<file path="src/rtl/arm_run_sequencer_if.sv">
// arm_run_sequencer_if: control and status bundle between the run sequencer and its user
interface arm_run_sequencer_if #(
    parameter int CNT_W = 16,
    parameter int RUN_W = 4
);
    logic             start;
    logic             halt_req;
    logic             core_rst;
    logic             running;
    logic             done;
    logic             timeout;
    logic [RUN_W-1:0] run_idx;
    logic [CNT_W-1:0] cycle_cnt;
    modport master (
        output start, halt_req,
        input  core_rst, running, done, timeout, run_idx, cycle_cnt
    );
    modport slave (
        input  start, halt_req,
        output core_rst, running, done, timeout, run_idx, cycle_cnt
    );
endinterface

</file>
<file path="src/rtl/arm_run_sequencer.sv">
// arm_run_sequencer: drives core reset and sequences NUM_RUNS reset/run passes with halt and timeout
module arm_run_sequencer #(
    parameter int RST_CYCLES          = 2,
    parameter int RUN_CYCLES          = 300,
    parameter int NUM_RUNS            = 2,
    parameter int CNT_W               = 16,
    parameter int RUN_W               = 4,
    parameter bit CORE_RST_ACTIVE_LOW = 0
) (
    input  logic                 clk,
    input  logic                 rst,
    arm_run_sequencer_if.slave   sif
);
    typedef enum logic [1:0] {IDLE, RESET, RUN, DONE} state_t;
    localparam logic [CNT_W-1:0] RST_LAST  = CNT_W'(RST_CYCLES - 1);
    localparam logic [CNT_W-1:0] RUN_LAST  = CNT_W'(RUN_CYCLES - 1);
    localparam logic [RUN_W-1:0] RUNS_LAST = RUN_W'(NUM_RUNS - 1);
    if (RST_CYCLES < 1 || RST_CYCLES > (1 << CNT_W)) begin : g_bad_rst
        $fatal(1, "RST_CYCLES out of range");
    end
    if (RUN_CYCLES < 1 || RUN_CYCLES > (1 << CNT_W)) begin : g_bad_run
        $fatal(1, "RUN_CYCLES out of range");
    end
    if (NUM_RUNS < 1 || NUM_RUNS > (1 << RUN_W)) begin : g_bad_num
        $fatal(1, "NUM_RUNS out of range");
    end
    state_t           state_q, state_d;
    logic [CNT_W-1:0] cycle_cnt_q, cycle_cnt_d;
    logic [RUN_W-1:0] run_idx_q, run_idx_d;
    logic             timeout_q, timeout_d;
    logic             run_end;
    always_comb begin
        state_d     = state_q;
        cycle_cnt_d = cycle_cnt_q;
        run_idx_d   = run_idx_q;
        timeout_d   = timeout_q;
        run_end     = sif.halt_req || cycle_cnt_q == RUN_LAST;
        unique case (state_q)
            IDLE, DONE: begin
                if (sif.start) begin
                    state_d     = RESET;
                    cycle_cnt_d = '0;
                    run_idx_d   = '0;
                    timeout_d   = 1'b0;
                end
            end
            RESET: begin
                state_d     = cycle_cnt_q == RST_LAST ? RUN : RESET;
                cycle_cnt_d = cycle_cnt_q == RST_LAST ? '0 : cycle_cnt_q + 1'b1;
            end
            RUN: begin
                if (run_end) begin
                    // halt_req beats budget expiry, so a halt on the last cycle is not a timeout
                    timeout_d = timeout_q | ~sif.halt_req;
                    if (run_idx_q == RUNS_LAST) begin
                        state_d = DONE;
                    end else begin
                        state_d     = RESET;
                        run_idx_d   = run_idx_q + 1'b1;
                        cycle_cnt_d = '0;
                    end
                end else begin
                    cycle_cnt_d = cycle_cnt_q + 1'b1;
                end
            end
            default: state_d = IDLE;
        endcase
    end
    always_ff @(posedge clk) begin
        if (rst) begin
            state_q     <= IDLE;
            cycle_cnt_q <= '0;
            run_idx_q   <= '0;
            timeout_q   <= 1'b0;
        end else begin
            state_q     <= state_d;
            cycle_cnt_q <= cycle_cnt_d;
            run_idx_q   <= run_idx_d;
            timeout_q   <= timeout_d;
        end
    end
    assign sif.core_rst  = (state_q != RUN) ^ CORE_RST_ACTIVE_LOW;
    assign sif.running   = state_q == RUN;
    assign sif.done      = state_q == DONE;
    assign sif.timeout   = timeout_q;
    assign sif.run_idx   = run_idx_q;
    assign sif.cycle_cnt = cycle_cnt_q;
endmodule

</file>
<file path="src/flat_wrapper.sv">
// flat-port wrapper written by rule: the top's interface ports become plain ports
module arm_run_sequencer_flat 
#(
    parameter int RST_CYCLES          = 2,
    parameter int RUN_CYCLES          = 300,
    parameter int NUM_RUNS            = 2,
    parameter int CNT_W               = 16,
    parameter int RUN_W               = 4,
    parameter bit CORE_RST_ACTIVE_LOW = 0
)
  (clk, rst, sif_start, sif_halt_req, sif_core_rst, sif_running, sif_done, sif_timeout, sif_run_idx, sif_cycle_cnt);
  arm_run_sequencer_if #(.CNT_W(CNT_W), .RUN_W(RUN_W)) sif_i ();
  input  logic clk;
  input  logic rst;
  input wire logic [$bits(sif_i.start)-1:0] sif_start;
  input wire logic [$bits(sif_i.halt_req)-1:0] sif_halt_req;
  output wire logic [$bits(sif_i.core_rst)-1:0] sif_core_rst;
  output wire logic [$bits(sif_i.running)-1:0] sif_running;
  output wire logic [$bits(sif_i.done)-1:0] sif_done;
  output wire logic [$bits(sif_i.timeout)-1:0] sif_timeout;
  output wire logic [$bits(sif_i.run_idx)-1:0] sif_run_idx;
  output wire logic [$bits(sif_i.cycle_cnt)-1:0] sif_cycle_cnt;
  assign sif_i.start = sif_start;
  assign sif_i.halt_req = sif_halt_req;
  assign sif_core_rst = sif_i.core_rst;
  assign sif_running = sif_i.running;
  assign sif_done = sif_i.done;
  assign sif_timeout = sif_i.timeout;
  assign sif_run_idx = sif_i.run_idx;
  assign sif_cycle_cnt = sif_i.cycle_cnt;
  arm_run_sequencer #(.RST_CYCLES(RST_CYCLES), .RUN_CYCLES(RUN_CYCLES), .NUM_RUNS(NUM_RUNS), .CNT_W(CNT_W), .RUN_W(RUN_W), .CORE_RST_ACTIVE_LOW(CORE_RST_ACTIVE_LOW)) u_core (.clk(clk), .rst(rst), .sif(sif_i));
endmodule
</file>
<file path="config.mk">
export PLATFORM = sky130hd
export DESIGN_NAME = arm_run_sequencer_flat
export DESIGN_NICKNAME = d
export VERILOG_FILES = /design/src/rtl/arm_run_sequencer_if.sv /design/src/rtl/arm_run_sequencer.sv /design/src/flat_wrapper.sv
export SDC_FILE = /design/constraint.sdc
export NUM_CORES = 1
export LEC_CHECK = 0
export BUFFER_PORTS_ARGS = -buffer_cell sky130_fd_sc_hd__buf_4
export CAP_MARGIN = 15
export CORE_UTILIZATION = 40
export CTS_CLUSTER_DIAMETER = 150
export CTS_CLUSTER_SIZE = 24
export DETAILED_ROUTE_END_ITERATION = 8
export SLEW_MARGIN = 10
export SYNTH_ARGS = -nofsm -noshare
export SYNTH_HDL_FRONTEND = slang
export SYNTH_SLANG_ARGS = --single-unit
</file>
<file path="constraint.sdc">
create_clock -name clk -period 2.92 [get_ports clk]
set_input_delay 0.584 -clock clk [delete_from_list [all_inputs] [get_ports clk]]
set_output_delay 0.584 -clock clk [all_outputs]
set_load 0.005 [all_outputs]
</file>
# Word level (Yosys, flattened, before mapping)
# Cells that the tools add are included.
word_totals:
  ff_bits: 23
  latchBits: 0
  ramBits: 0
  romBits: 0
  input_bits: 4
  out_inout_bits: 24
  elab_cells: 44
  memories: 0
classes:
  add_sub_neg: 2
  mul: 0
  n_div: 0
  magnitude_cmp: 0
  eq_ne: 11
  shifts: 0
  mux: 17
  bitwise: 2
  n_reduce_logical: 8
ops:
  columns: ["cell", "n"]
  rows:
  - ["two-way mux 16 bit", 4]
  - ["one-hot mux 16 bit (3 select lines)", 1]
  - ["adder 16 x 1 -> 16 bit, second input constant", 1]
  - ["equality test 16 x 1 -> 1 bit, second input constant", 1]
  - ["equality test 16 x 9 -> 1 bit, second input constant", 1]
  - ["two-way mux 4 bit", 3]
  - ["two-way mux 2 bit", 4]
  - ["one-hot mux 4 bit (2 select lines)", 1]
  - ["!= test 2 bit, second input constant", 3]
  - ["one-hot mux 2 bit (3 select lines)", 1]
  - ["adder 4 x 1 -> 4 bit, second input constant", 1]
  - ["equality test 2 bit, second input constant", 2]
  - ["equality test 4 x 1 -> 1 bit, second input constant", 1]
  - ["AND reduction 2 bit", 2]
  - ["AND reduction 4 bit", 1]
  - ["!= test 3 bit, second input constant", 1]
  - ["AND reduction 3 bit", 1]
  - ["equality test 2 x 1 -> 1 bit, second input constant", 1]
  - ["zero test 2 bit", 1]
  - ["two-way mux 1 bit", 2]
  - ["!= test 2 x 1 -> 1 bit, second input constant", 1]
  - ["one-hot mux 1 bit (2 select lines)", 1]
  - ["nonzero test 2 bit", 1]
  - ["OR reduction 2 bit", 1]
  - ["other kinds (3)", 3]

# Longest topological paths before layout
logic_depth:
  word_depth: 4
  mapped_depth: 8
  mapped_depth_nobuf: 7

# Worst setup path after synthesis
# No wires, ideal clock.
synth_timing:
  kind: "flip-flop to flip-flop"
  from: "reg u_core.cycle_cnt_q[0] (netlist: u_core.sif.cycle_cnt[0])"
  to: "reg u_core.cycle_cnt_q[9] (netlist: u_core.sif.cycle_cnt[9])"
  setup_time_ps: 115
  arrival_time_ps: 1949
  required_time_ps: 2805
  path_slack_ps: 857
  path_stages_with_launch: 8
  n_path_buf: 1
  synth_period_minus_slack_ps: 2063
  cell_sequence: "dfxtp_1 -> ha_1 -> or4b_1 -> o41ai_4 -> nand2b_2 -> o311ai_4 -> buf_6 -> nor2_1"
synth_between:
  elab_chain_cells: 4
  word_cells_on_any_way: 9
  cone_classes: "add/sub (1); eq/ne (3); mux (3); reduce/logical (2)"
synth_rtl:
  columns: ["element", "line_no", "rtl"]
  rows:
  - ["from (decl)", "arm_run_sequencer.sv:28", "logic [CNT_W-1:0] cycle_cnt_q, cycle_cnt_d;"]
  - ["from (signal assigned)", "arm_run_sequencer.sv:77", "cycle_cnt_q <= cycle_cnt_d;"]
  - ["branches (longest 4 deep; another with adder 16 x 1 -> 16 bit)", null, null]
# Several ways; the timed one is not identified.
# A chain may end at the register's enable or synchronous reset.

# Worst setup path after layout
layout_timing:
  from: "reg u_core.cycle_cnt_q[12] (netlist: u_core.sif.cycle_cnt[12])"
  to: "reg u_core.cycle_cnt_q[6] (netlist: u_core.sif.cycle_cnt[6])"
layout_between:
  elab_chain_cells: 4
  word_cells_on_any_way: 8
  cone_classes: "eq/ne (3); mux (3); reduce/logical (2)"
layout_rtl:
  columns: ["element", "line_no", "rtl"]
  rows:
  - ["equality test 16 x 9 -> 1 bit", "arm_run_sequencer.sv:37", "run_end = sif.halt_req || cycle_cnt_q == RUN_LAST;"]
  - ["logical OR 1 bit", "arm_run_sequencer.sv:37", null]
  - ["two-way mux 16 bit or != test 3 bit (tied branches)", null, null]
  - ["one-hot mux 16 bit (3 select lines) or AND reduction 2 bit (tied branches)", null, null]
# Several ways; a longest one is shown, not always the timed one.

==> run summary <==
The flow ran to the end, and the final reports show no timing, DRC or antenna violations. In this run, the number of DRC markers left after iteration 0 of detailed routing was 169. The maximum VDD drop was 214.3 uV. The post-synthesis sequential area ratio was 31.81%.

The cell area power density is 342.1 nW/um^2. In the final routed layout, each cell accounts on average for 14.90 um. The depth of the worst hold-timing path is 2. The leading area contributor after synthesis was sky130_fd_sc_hd__dfxtp_1. The tools report the latest clock arrival within the worst-skew pair as 0.33 ns. Once the clock tree was built, the setup fixing pass inserted 0 buffers. Yosys attributes the largest share of cell area to sky130_fd_sc_hd__dfxtp_1 (32%), sky130_fd_sc_hd__nor2_1 (7.8%), sky130_fd_sc_hd__ha_1 (6.9%). The area added between synthesis and finish came out at 19.27%.

Entering global routing, the biggest net connects 15 pins. The number of antenna diodes in the final layout is 0. For the number of global-route vias before repair, the log shows 1262.

When the netlist entered floorplanning its net count stood at 184. The final layout net count is 214, and the count of placed standard cells in the final layout, fillers left out is 247. Between clock sinks in the finished design, the worst skew comes to 0.01822 ns.

The routability congestion estimate was 0.8834; the arrival time of data at the critical path endpoint was 2.69 ns. Yosys mapped the design onto 46 distinct sky130hd cell types. The slowest stage of the critical path belongs to the cell sky130_fd_sc_hd__o311ai_4. The run gives 0 as the setup violation total in the final timing report. The H-tree depth was 1. For this run, design rule violations remaining after detail routing come to 0. Synthesis inferred 23 register bits.

The final global-route overflow total came out at 0. The share of cells above drive strength 1 is 19.40%. In the synthesized netlist the async set-or-reset flop fraction comes to 0%.

The die is 62.16 um wide. Leaving out fill and tap cells, the most frequent cells in the layout are sky130_fd_sc_hd__nor2_1 (30), sky130_fd_sc_hd__buf_4 (30), sky130_fd_sc_hd__dfxtp_1 (23). Commonest register cell after synthesis: sky130_fd_sc_hd__dfxtp_1. The headroom to the max-slew limit is 54.53%. The number of gates resized after CTS was 0.

The internal portion of the total power is 0.4171 mW. Counting flops with a built-in enable in the synthesized netlist gives 0. The portion of synthesized cell area occupied by the leading cell type was 31.81%; the critical path required time was 3.11 ns.

Dividing the final minimum period by the clock period gives 85.80%. The core region is 3390 sq um. The fraction of power consumed by combinational cells is 18.3%, and the final number of max-transition violations is 0. The clock net sink count was 23; the pin slew with the least headroom to its limit was 0.6804 ns. The logs give 0 for the number of antenna violations at the first check in global routing and 0.4148 ns for the worst-case setup margin in the final layout. Detailed routing inserted a total of 1393 vias. The minimum hold slack was 0.4615 ns; the top-level port count was 28. Along the worst path, the maximum fanout reaches 14. The kind of end point of the critical path is a flop. For the row count, the log shows 21. The Yosys step of the flow raised 0 warnings. The wire-length estimate of the detail-placed layout is 2750 um.

STA classifies the critical path startpoint as a flop. The cell sitting at the root of the clock tree is a sky130_fd_sc_hd__clkbuf_4. The type of the most critical hold path is input port to flop.

OpenSTA, run right after detailed placement, puts the worst setup slack at 0.4708 ns. Traced cell by cell, the critical path runs through nor4_1 -> a41oi_1 -> buf_4 -> and2_1 -> o311ai_4 -> nor2_1. Setup repair after global routing left no endpoint under its margin. The via-per-instance ratio is 5.640, and the number of cells in the design after placement is 243. After technology mapping, the gate count stands at 172. In this run the cell area measured after placement is 1700 sq um. The share of total power in the clock network was 26.3%. Global routing used 19.24% of the available tracks across all layers. The number of buffers between clock root and the deepest sink came out at 2. Net switching is 29.38% of the power. The net switching component of the power is 0.1736 mW, and the die footprint is 3864 sq um. The die outline height is 62.16 um, and the sequential cell fraction of total power is 55.4%. The post-synthesis average cell area works out to 8.417 sq um.

For this design the static power due to leakage is 0.6726 nW. The count of buffers inserted at the top-level ports was 27; the starting density of the core was 42.71%. Cts-stage hold buffer count: 0. Wire length of the first global-routing pass: 5927 um. In this run the remaining antenna-violating nets after routing total 0. For the final routed database, the setup TNS stands at 0 ns. The total clock buffers created by CTS was 3. The tools report the hold violation count in the final report as 0. The critical path is of the flop to flop type.

The synthesized netlist occupies a cell area of 1448 sq um. The minimum period implied by the final worst setup slack came out at 2.505 ns. Timing would allow up to 399.2 MHz. The routed wire length is 3681 um. The worst-case reg-to-reg path depth is 6. After clock tree synthesis, the clock-pin slew on the worst setup and hold paths is 0.14 ns. The final non-filler cell area is 1727 sq um, and the number of detailed-routing iterations run before antenna repair is 4.

Max-cap violations in this run came to 0. TritonCTS built the clock tree. On the worst path, the slowest cell contributes a delay of 0.63 ns.
-- power by group through the flow --
stage	Sequential [mW]	Clock, mW	Combinational, mW
floorplan	0.333	0	0.0786
global placement	0.334	0	0.106
detailed placement	0.334	0	0.108
CTS	0.328	0.162	0.108
global route	0.329	0.176	0.120
finish	0.327	0.155	0.108
-- synth_stat cells, types with 2 or more instances --
library cell	n
sky130_fd_sc_hd__xnor2_1	7
sky130_fd_sc_hd__o21ai_0	5
sky130_fd_sc_hd__a211oi_1	3
sky130_fd_sc_hd__a21oi_1	9
sky130_fd_sc_hd__nand4_1	3
sky130_fd_sc_hd__mux2i_1	2
sky130_fd_sc_hd__nor4_1	5
sky130_fd_sc_hd__nand3_1	7
sky130_fd_sc_hd__nand2b_1	2
sky130_fd_sc_hd__nor2b_1	2
sky130_fd_sc_hd__and4_1	2
sky130_fd_sc_hd__inv_1	9
sky130_fd_sc_hd__ha_1	8
sky130_fd_sc_hd__dfxtp_1	23
sky130_fd_sc_hd__nor3_1	3
sky130_fd_sc_hd__nor2_1	30
sky130_fd_sc_hd__nand2_1	8
sky130_fd_sc_hd__or3_1	3
sky130_fd_sc_hd__o211ai_1	4
sky130_fd_sc_hd__xor2_1	6
sky130_fd_sc_hd__buf_2	3
sky130_fd_sc_hd__and3_1	4
-- metrics by stage --
step	power, mW	util [%]
after global placement	0.4393	50.17
after detailed placement	0.4420	50.17
after floorplan	0.4120	-
after global routing	0.6250	50.94
after CTS	0.5981	50.94
final	0.5907	50.94
-- per-layer routing --
| layer | GRT usage (%) | vias to the layer above | share of wire (%) |
|---|---|---|---|
| met5 | 0 | - | 0 |
| met4 | 5.523 | 0 | 1.3 |
| met3 | 2.941 | 7 | 5.8 |
| met2 | 31.59 | 44 | 47 |
| met1 | 25.99 | 660 | 46 |
| li1 | - | 682 | - |
-- kinds of logic (layout without fill, tap and decap cells) --
group           count (synthesis)  after routing  share of synthesized area (%)
fa+ha+maj                       8              8                          6.915
compound gates                 35             35                          19.97
flops                          23             23                          31.81
buf+inv                        14             43                          4.407
simple gates                   77             77                          27.66
xor+xnor                       13             13                          7.865
mux                             2              2                          1.383
-- flip-flops by register name, summed over array words and instances (netlist names) --
register / count
u_core.sif.timeout: 1
u_core.sif.cycle_cnt: 16
u_core.sif.run_idx: 4
u_core.state_q: 2
-- critical path: cells and delay by family (launching register included) --
family	cells	cell delay [ns]
AOI/OAI and AO/OA	2	0.91
DFF	1	0.40
and+or+nand+nor	3	0.83
buffers and inverters	1	0.22
-- path summary, 6_finish.rpt --
check,start,end,slack [ns]
setup / recovery,u_core.sif.cycle_cnt[12],u_core.sif.cycle_cnt[6],0.41
hold / removal,rst,u_core.state_q[1],0.46
setup reg to reg,u_core.sif.cycle_cnt[12],u_core.sif.cycle_cnt[6],0.41
hold reg to reg,u_core.sif.timeout,u_core.sif.timeout,0.50
-- final cells by class --
cell class,instances,area [sq um]
tap,46,57.56
clock buffer,4,26.28
inverter,9,33.78
fill,336,1663
timing repair buffer,30,225.2
multi-input combinational,135,923.4
sequential,23,460.4
Power figures use the tool's default switching activity.
